<file path="config.mk">
export PLATFORM = sky130hd
export DESIGN_NAME = rx_huge_page_allocator_flat
export DESIGN_NICKNAME = d
export VERILOG_FILES = /design/src/rtl/rx_huge_page_allocator_pkg.sv /design/src/rtl/rx_huge_page_allocator_if.sv /design/src/rtl/rx_huge_page_allocator.sv /design/src/flat_wrapper.sv
export SDC_FILE = /design/constraint.sdc
export NUM_CORES = 1
export LEC_CHECK = 0
export ABC_AREA = 0
export CELL_PAD_IN_SITES_DETAIL_PLACEMENT = 0
export CELL_PAD_IN_SITES_GLOBAL_PLACEMENT = 2
export CORE_MARGIN = 4
export CORE_UTILIZATION = 30
export DETAILED_ROUTE_END_ITERATION = 10
export PLACE_DENSITY = 0.95
export SLEW_MARGIN = 15
export SYNTH_ARGS = -nofsm -noshare
export SYNTH_HDL_FRONTEND = slang
export SYNTH_SLANG_ARGS = --single-unit
export TNS_END_PERCENT = 50
</file>
<file path="constraint.sdc">
create_clock -name trn_clk -period 10.79 [get_ports trn_clk]
set_input_delay 1.079 -clock trn_clk [delete_from_list [all_inputs] [get_ports trn_clk]]
set_output_delay 1.079 -clock trn_clk [all_outputs]
set_load 0.05 [all_outputs]
</file>
<file path="src/rtl/rx_huge_page_allocator_pkg.sv">
// rtl/rx_huge_page_allocator_pkg.sv - shared constants, FSM encoding and TLP fields for the RX huge-page path
package rx_huge_page_allocator_pkg;

  localparam int PAGE_QW        = 262144;
  localparam int MAX_PAYLOAD_QW = 16;
  localparam int OFF_W          = 19;
  localparam int FRAME_LEN_W    = 11;
  localparam int CHUNK_LEN_W    = 5;
  localparam int ADDR_W         = 64;

  typedef enum logic [1:0] {
    WAIT_PAGE = 2'd0,
    READY     = 2'd1,
    BURST     = 2'd2,
    CLOSE     = 2'd3
  } state_t;

  // TLP header fields shared by the RX and TX engines
  localparam logic [1:0] TLP_FMT_3DW_NODATA = 2'b00;
  localparam logic [1:0] TLP_FMT_4DW_NODATA = 2'b01;
  localparam logic [1:0] TLP_FMT_3DW_DATA   = 2'b10;
  localparam logic [1:0] TLP_FMT_4DW_DATA   = 2'b11;
  localparam logic [4:0] TLP_TYPE_MEM       = 5'b00000;
  localparam logic [4:0] TLP_TYPE_CPL       = 5'b01010;

  function automatic logic [OFF_W-1:0] round_up(input logic [OFF_W-1:0] len,
                                                input logic [OFF_W-1:0] unit);
    return ((len + unit - 19'd1) / unit) * unit;
  endfunction

endpackage

</file>
<file path="src/rtl/rx_huge_page_allocator_if.sv">
// rtl/rx_huge_page_allocator_if.sv - frame request and write command handshakes of the huge-page allocator
interface rx_huge_page_allocator_if;
  import rx_huge_page_allocator_pkg::*;

  logic                   frame_req_valid;
  logic [FRAME_LEN_W-1:0] frame_req_len_qw;
  logic                   frame_req_ready;
  logic                   wr_valid;
  logic                   wr_ready;
  logic [ADDR_W-1:0]      wr_addr;
  logic [CHUNK_LEN_W-1:0] wr_len_qw;
  logic                   wr_last;

  modport master (
    input  frame_req_valid, frame_req_len_qw, wr_ready,
    output frame_req_ready, wr_valid, wr_addr, wr_len_qw, wr_last
  );

  modport slave (
    output frame_req_valid, frame_req_len_qw, wr_ready,
    input  frame_req_ready, wr_valid, wr_addr, wr_len_qw, wr_last
  );

endinterface

</file>
<file path="src/rtl/rx_huge_page_allocator.sv">
// rtl/rx_huge_page_allocator.sv - places received frames into two ping-pong huge pages as payload-sized write chunks
module rx_huge_page_allocator #(
  parameter int PAGE_QW        = rx_huge_page_allocator_pkg::PAGE_QW,
  parameter int MAX_PAYLOAD_QW = rx_huge_page_allocator_pkg::MAX_PAYLOAD_QW
) (
  input  logic                     trn_clk,
  input  logic                     reset,
  input  logic [63:0]              huge_page_addr_1,
  input  logic [63:0]              huge_page_addr_2,
  input  logic                     huge_page_status_1,
  input  logic                     huge_page_status_2,
  output logic                     huge_page_free_1,
  output logic                     huge_page_free_2,
  rx_huge_page_allocator_if.master bus
);
  import rx_huge_page_allocator_pkg::*;

  localparam logic [OFF_W-1:0]       PAGE_L    = OFF_W'(PAGE_QW);
  localparam logic [OFF_W-1:0]       CHUNK_L   = OFF_W'(MAX_PAYLOAD_QW);
  localparam logic [FRAME_LEN_W-1:0] CHUNK_REM = FRAME_LEN_W'(MAX_PAYLOAD_QW);

  state_t                 state_q, state_d;
  logic                   cur_page_q, cur_page_d;
  logic [OFF_W-1:0]       offset_q, offset_d;
  logic [FRAME_LEN_W-1:0] remaining_q, remaining_d;
  logic [63:0]            page_base_q, page_base_d;
  logic                   wr_valid_q, wr_valid_d;
  logic                   free_1_q, free_1_d;
  logic                   free_2_q, free_2_d;

  logic                   page_status;
  logic [63:0]            page_addr;
  logic [OFF_W-1:0]       rounded_len;
  logic                   fits;
  logic                   chunk_last;
  logic [CHUNK_LEN_W-1:0] chunk_len;
  logic                   wr_fire;
  logic [OFF_W-1:0]       next_offset;

  assign page_status = cur_page_q ? huge_page_status_2 : huge_page_status_1;
  assign page_addr   = cur_page_q ? huge_page_addr_2 : huge_page_addr_1;
  assign rounded_len = round_up(OFF_W'(bus.frame_req_len_qw), CHUNK_L);
  assign fits        = (offset_q + rounded_len) <= PAGE_L;
  assign chunk_last  = remaining_q <= CHUNK_REM;
  assign chunk_len   = chunk_last ? CHUNK_LEN_W'(remaining_q) : CHUNK_LEN_W'(MAX_PAYLOAD_QW);
  assign wr_fire     = wr_valid_q && bus.wr_ready;
  // Offset always steps a full payload so every frame starts payload-aligned
  assign next_offset = offset_q + CHUNK_L;

  assign bus.frame_req_ready = (state_q == READY) && bus.frame_req_valid && fits;
  assign bus.wr_valid        = wr_valid_q;
  assign bus.wr_addr         = wr_valid_q ? page_base_q + 64'({offset_q, 3'b000}) : '0;
  assign bus.wr_len_qw       = wr_valid_q ? chunk_len : '0;
  assign bus.wr_last         = wr_valid_q && chunk_last;
  assign huge_page_free_1    = free_1_q;
  assign huge_page_free_2    = free_2_q;

  always_comb begin
    state_d     = state_q;
    cur_page_d  = cur_page_q;
    offset_d    = offset_q;
    remaining_d = remaining_q;
    page_base_d = page_base_q;
    wr_valid_d  = wr_valid_q;
    case (state_q)
      WAIT_PAGE: begin
        if (page_status) begin
          state_d     = READY;
          page_base_d = page_addr;
        end
      end
      READY: begin
        // A frame that does not fit stays pending and is retried on the next page
        if (bus.frame_req_ready) begin
          if (bus.frame_req_len_qw != '0) begin
            remaining_d = bus.frame_req_len_qw;
            wr_valid_d  = 1'b1;
            state_d     = BURST;
          end
        end else if (!page_status) begin
          state_d = WAIT_PAGE;
        end else if (bus.frame_req_valid) begin
          state_d = CLOSE;
        end
      end
      BURST: begin
        if (wr_fire) begin
          offset_d    = next_offset;
          remaining_d = remaining_q - FRAME_LEN_W'(chunk_len);
          if (chunk_last) begin
            wr_valid_d = 1'b0;
            state_d    = (next_offset == PAGE_L) ? CLOSE : READY;
          end
        end
      end
      CLOSE: begin
        offset_d    = '0;
        remaining_d = '0;
        cur_page_d  = ~cur_page_q;
        state_d     = WAIT_PAGE;
      end
      default: state_d = WAIT_PAGE;
    endcase
    free_1_d = (state_d == CLOSE) && !cur_page_d;
    free_2_d = (state_d == CLOSE) && cur_page_d;
  end

  always_ff @(posedge trn_clk) begin
    if (reset) begin
      state_q     <= WAIT_PAGE;
      cur_page_q  <= 1'b0;
      offset_q    <= '0;
      remaining_q <= '0;
      page_base_q <= '0;
      wr_valid_q  <= 1'b0;
      free_1_q    <= 1'b0;
      free_2_q    <= 1'b0;
    end else begin
      state_q     <= state_d;
      cur_page_q  <= cur_page_d;
      offset_q    <= offset_d;
      remaining_q <= remaining_d;
      page_base_q <= page_base_d;
      wr_valid_q  <= wr_valid_d;
      free_1_q    <= free_1_d;
      free_2_q    <= free_2_d;
    end
  end

endmodule

</file>
<file path="src/flat_wrapper.sv">
// flat-port wrapper written by rule: the top's interface ports become plain ports
module rx_huge_page_allocator_flat import rx_huge_page_allocator_pkg::*;
#(
  parameter int PAGE_QW        = rx_huge_page_allocator_pkg::PAGE_QW,
  parameter int MAX_PAYLOAD_QW = rx_huge_page_allocator_pkg::MAX_PAYLOAD_QW
)
  (trn_clk, reset, huge_page_addr_1, huge_page_addr_2, huge_page_status_1, huge_page_status_2, huge_page_free_1, huge_page_free_2, bus_frame_req_valid, bus_frame_req_len_qw, bus_wr_ready, bus_frame_req_ready, bus_wr_valid, bus_wr_addr, bus_wr_len_qw, bus_wr_last);
  rx_huge_page_allocator_if bus_i ();
  input  logic trn_clk;
  input  logic reset;
  input  logic [63:0] huge_page_addr_1;
  input  logic [63:0] huge_page_addr_2;
  input  logic huge_page_status_1;
  input  logic huge_page_status_2;
  output logic huge_page_free_1;
  output logic huge_page_free_2;
  input wire logic [$bits(bus_i.frame_req_valid)-1:0] bus_frame_req_valid;
  input wire logic [$bits(bus_i.frame_req_len_qw)-1:0] bus_frame_req_len_qw;
  input wire logic [$bits(bus_i.wr_ready)-1:0] bus_wr_ready;
  output wire logic [$bits(bus_i.frame_req_ready)-1:0] bus_frame_req_ready;
  output wire logic [$bits(bus_i.wr_valid)-1:0] bus_wr_valid;
  output wire logic [$bits(bus_i.wr_addr)-1:0] bus_wr_addr;
  output wire logic [$bits(bus_i.wr_len_qw)-1:0] bus_wr_len_qw;
  output wire logic [$bits(bus_i.wr_last)-1:0] bus_wr_last;
  assign bus_i.frame_req_valid = bus_frame_req_valid;
  assign bus_i.frame_req_len_qw = bus_frame_req_len_qw;
  assign bus_i.wr_ready = bus_wr_ready;
  assign bus_frame_req_ready = bus_i.frame_req_ready;
  assign bus_wr_valid = bus_i.wr_valid;
  assign bus_wr_addr = bus_i.wr_addr;
  assign bus_wr_len_qw = bus_i.wr_len_qw;
  assign bus_wr_last = bus_i.wr_last;
  rx_huge_page_allocator #(.PAGE_QW(PAGE_QW), .MAX_PAYLOAD_QW(MAX_PAYLOAD_QW)) u_core (.trn_clk(trn_clk), .reset(reset), .huge_page_addr_1(huge_page_addr_1), .huge_page_addr_2(huge_page_addr_2), .huge_page_status_1(huge_page_status_1), .huge_page_status_2(huge_page_status_2), .huge_page_free_1(huge_page_free_1), .huge_page_free_2(huge_page_free_2), .bus(bus_i));
endmodule
</file>
=== Word level (Yosys, flattened, before mapping) ===
Cells that the tools add are included.

* $add $sub $neg: 6
* Multipliers: 0
* Div/mod/pow operators: 0
* Order comparisons: 2
* Equality and inequality tests: 9
* Shift operators: 0
* Multiplexer cells: 26
* Bitwise logic cells: 1
* Reduce and logical (&&, ||, !) cells: 16

{| class="wikitable"
|+ Operator list
! operator !! number
|-
| 64-bit 2-to-1 mux || 2
|-
| 64-bit by 22-bit adder with 64-bit output || 1
|-
| 19-bit case mux with 2 select lines || 1
|-
| 11-bit 2-to-1 mux || 3
|-
| 11-bit case mux with 3 select lines || 1
|-
| 19-bit adder || 1
|-
| 19-bit by 5-bit adder with 19-bit output, second input constant || 1
|-
| 19-bit == test, second input constant || 1
|-
| 19-bit <= comparator, second input constant || 1
|-
| 19-bit 2-to-1 mux || 1
|-
| 19-bit by 1-bit subtractor with 19-bit output, second input constant || 1
|-
| 2-bit 2-to-1 mux || 8
|-
| 11-bit by 5-bit adder with 12-bit output, second input constant || 1
|-
| 11-bit by 5-bit <= comparator with 1-bit output, second input constant || 1
|-
| 11-bit nonzero test || 1
|-
| 11-bit by 5-bit subtractor with 11-bit output || 1
|-
| 5-bit 2-to-1 mux || 2
|-
| 2-bit case mux with 4 select lines || 1
|-
| 2-bit == test, second input constant || 3
|-
| 1-bit logical AND || 6
|-
| 1-bit 2-to-1 mux || 6
|-
| 5-bit AND reduction || 1
|-
| 2-bit by 1-bit != test with 1-bit output, second input constant || 2
|-
| 2-bit != test, second input constant || 2
|-
| 9 further kinds || 11
|}

* Register bits: 100
* Latch bits: 0
* Memory bits (writable): 0
* ROM bits: 0
* Bits of input ports: 145
* Output and inout port bits: 74
* Word-level logic and storage cells: 68
* Memories kept: 0

=== Longest topological paths before layout ===
* Depth in word-level cells: 9
* Mapped depth: 18
* Depth with buffers taken out: 18

=== Least setup slack after synthesis ===
Ideal clock, no wire load.

* Path kind: input-to-output
* Start: input bus_frame_req_len_qw[2]
* End: output bus_frame_req_ready
* Data arrival time: 4581 ps
* Data required time: 9711 ps
* Slack: 5130 ps
* Stages: 15
* Buffers on the path: 0
* Path through: nor4_4 > nor2b_1 > nand2_1 > xnor2_1 > o21ai_0 > nand2_1 > xnor2_1 > ha_1 > and3_2 > a221oi_2 > o211ai_2 > xnor2_1 > or3b_1 > or4_4 > a21oi_4

* Cells in the longest elaborated chain, start to end: 5

{| class="wikitable"
|+ Ends and longest elaborated chain
! what !! line !! source
|-
| from (decl) || flat_wrapper.sv:18 || <nowiki>input wire logic [$bits(bus_i.frame_req_len_qw)-1:0] bus_frame_req_len_qw;</nowiki>
|-
| 11-bit by 5-bit adder with 12-bit output || rx_huge_page_allocator_pkg.sv:28 || <nowiki>return ((len + unit - 19'd1) / unit) * unit;</nowiki>
|-
| 19-bit by 1-bit subtractor with 19-bit output || rx_huge_page_allocator_pkg.sv:28 ||
|-
| 19-bit adder || rx_huge_page_allocator.sv:43 || <nowiki>assign fits = (offset_q + rounded_len) <= PAGE_L;</nowiki>
|-
| 19-bit <= comparator || rx_huge_page_allocator.sv:43 ||
|-
| 1-bit logical AND || rx_huge_page_allocator.sv:50 || <nowiki>assign bus.frame_req_ready = (state_q == READY) && bus.frame_req_valid && fits;</nowiki>
|-
| to (decl) || flat_wrapper.sv:20 || <nowiki>output wire logic [$bits(bus_i.frame_req_ready)-1:0] bus_frame_req_ready;</nowiki>
|}

Every way passes these cells.

=== Final worst setup path ===
* Start: input bus_frame_req_len_qw[4]
* End: output bus_frame_req_ready

The elaborated chain is that of the path after synthesis.

==> metrics <==
largest net degree at the start of global routing=108; max-slew violations=0; Fin Setup TNS=0 ns; fin worst setup slack=3.31 ns; Syn Nets=1,154; global placement routability congestion=0.865; first-pass GRT wire length=38,400 um; fin cells=1,485; Post-Route WL=24,800 um; max-cap violations=0; run status=complete, no violations; fraction of registers with async set/reset=0; CTS Buf Count=9; Iter 0 DRT Violations=just under 400; Pre-antenna DRT Iters=5; fmax=0.134 GHz; Vias=between 7,000 and 8,000; Initial Utilization=0.305; worst-path maximum fanout=9; initial antenna violation count=1; share of layout cells above drive strength 1=0.0503; number of remaining DRC errors=0; P per Cell Area=92.8 mW/mm2; Lkg Pwr=0.00389 uW; Setup crit end kind=primary output; Layout area overhead=34.5%; CP required=9.71 ns; FILL cells=roughly 2,600; cell count after placement=1,468; Post-DP HPWL=18,800 um; Yosys warning total=0; clk slew on worst S/H paths=0.07 ns; Worst slew margin=0.297; TritonCTS clock tree=built; full die area=0.0283 mm2; H-Tree Depth=3; cells after synthesis=972; final instance area=between 0.01 and 0.015 mm2; Post-synth EDFFs=0; setup repair bufs after CTS=0; Crit Path Class=input port to primary output; CTS resizes=0; most frequent cells in the layout=clkdlybuf4s50_1, nor2_1, dfxtp_1, mux2i_1, a211oi_1; Max rail drop VDD=0.0580 mV; I/O pin cnt=between 200 and 250; # rows=58; Slew @ Worst Pin=1.05 ns; Post-CTS Hold Buffers=0; arrival time at the worst endpoint=about 6.4 ns; GRT overflow=0; post-route ant nets=0; pre-CTS setup slack=approximately 3.4 ns; Netlist Area Pre-Place=0.00771 mm2; core area=0.0253 mm2; post-route clock skew=0.0120 ns; via/cell ratio=5.12; die height=168 um; I/O Buffers=218; #FFs+latches synth=96; Final Setup Violations=0; synthesized area per cell=7.93 um2; crit path launch type=input port; sequential area share after synthesis=0.249; RSZ-0062 raised after global routing=no; clk_lat worst skew=roughly 0.35 ns; Sink Count=96; Clock Tree Buf Depth=2; clock period minus worst slack=7.48 ns; placed cell area=between 0.01 and 0.015 mm2; vias in the first global route=7,036; drt wl/cell=16.7 um; Period Utilization, post-route=0.694; final hold viol count=0; Hold WC Path Type=register to register; most common cell after layout, fill and taps aside=clkdlybuf4s50_1; count of cell types in the netlist=78; Die Width=between 150 and 200 um; GRT Total Usage=0.167; Nets=roughly 1,300; ys flop type=dfxtp_1; clk root buf=clkbuf_16
state kept, by name, indices dropped and copies added (netlist names):
register and cells:
u_core.bus.wr_valid 1, u_core.cur_page_q 1, u_core.huge_page_free_1 1, u_core.huge_page_free_2 1, u_core.offset_q 15, u_core.page_base_q 64
u_core.remaining_q 11, u_core.state_q 2
final cells by class:
cell class	count	area [um2]	share of cell area
Antenna cell	1	2.50	0.000241
Clock buffer	11	233	0.0224
Clock inverter	5	41.3	0.00398
Inverter	22	82.6	0.00796
Multi-Input combinational cell	795	5450	0.525
Sequential cell	96	1930	0.186
Tap cell	330	413	0.0398
Timing Repair Buffer	225	2230	0.215
power breakdown:
group          leakage, uW  internal, uW  switching, uW
Combinational      0.00296           117            119
Sequential        0.000791           381           31.5
Clock             0.000132           160            155
cells by family (layout without fill, tap and decap cells):
group / count (synthesis) / in the layout / share of synthesized area
AOI/OAI and AO/OA: 219 / 219 / 0.200
xor gates and xnor gates: 71 / 71 / 0.0826
adders and majority gates: 37 / 37 / 0.0610
buffers and inverters: 81 / 263 / 0.0454
DFF: 96 / 96 / 0.249
muxes: 81 / 81 / 0.105
other: 2 / 3 / 0.000974
and+or+nand+nor: 385 / 385 / 0.255
critical path: stages:
cell             delay [ns]
clkdlybuf4s50_1        0.67
inv_1                  0.11
ha_1                   0.33
nor2b_1                0.21
nand2_1                0.10
xnor2_1                0.13
o21ai_0                0.16
nand2_1                0.09
xnor2_1                0.16
ha_1                   0.37
and3_2                 0.23
a221oi_2               0.49
o211ai_2               0.16
xnor2_1                0.16
or3b_1                 0.40
or4_4                  0.46
a21oi_4                0.27
clkdlybuf4s50_1        0.86
layer usage:
layer	share of wire	up-vias	GRT usage
met4	0.022	0	0.0505
met2	0.48	190	0.285
met5	0	-	0
li1	-	3867	-
met3	0.052	27	0.0275
met1	0.44	3513	0.215
per-stage QoR:
step           power [uW]  hold WS, ns  utilization
4_1_cts               977        0.496        0.411
5_1_grt              1020        0.516        0.411
3_3_place_gp          654        0.470        0.400
6_report              963        0.489        0.411
3_5_place_dp          658        0.479        0.400
2_1_floorplan         554        0.460            -
final timing paths:
path,startpoint,endpoint,slack (ns),cells past startpoint
setup reg to reg,u_core.offset_q[4],u_core.huge_page_free_1,6.87,11
setup / recovery,bus_frame_req_len_qw[4],bus_frame_req_ready,3.31,18
hold / removal,u_core.remaining_q[8],u_core.remaining_q[8],0.49,1
hold reg to reg,u_core.remaining_q[8],u_core.remaining_q[8],0.49,1
Yosys cell counts (3+ instances only):
master	number	share of area
a211o_1	4	0.0045
a211oi_1	74	0.072
a21boi_0	3	0.0029
a21o_1	11	0.011
a21oi_1	38	0.025
a22oi_1	3	0.0029
a31oi_1	7	0.0057
a32o_1	3	0.0039
and2_1	57	0.046
and3_1	16	0.013
and3_2	3	0.0029
and4_1	5	0.0057
clkbuf_1	50	0.024
dfxtp_1	96	0.25
ha_1	36	0.058
inv_1	22	0.011
mux2i_1	79	0.10
nand2_1	61	0.030
nand2b_1	11	0.0089
nand3_1	33	0.021
nand4_1	15	0.012
nor2_1	128	0.062
nor2b_1	7	0.0057
nor3_1	14	0.0091
nor4_1	11	0.0089
o21ai_0	30	0.019
o21bai_1	5	0.0049
o22ai_1	10	0.0081
or2_2	3	0.0024
or3_1	5	0.0041
xnor2_1	48	0.055
xor2_1	21	0.024
Note: power is estimated with default switching activity, not from simulation.
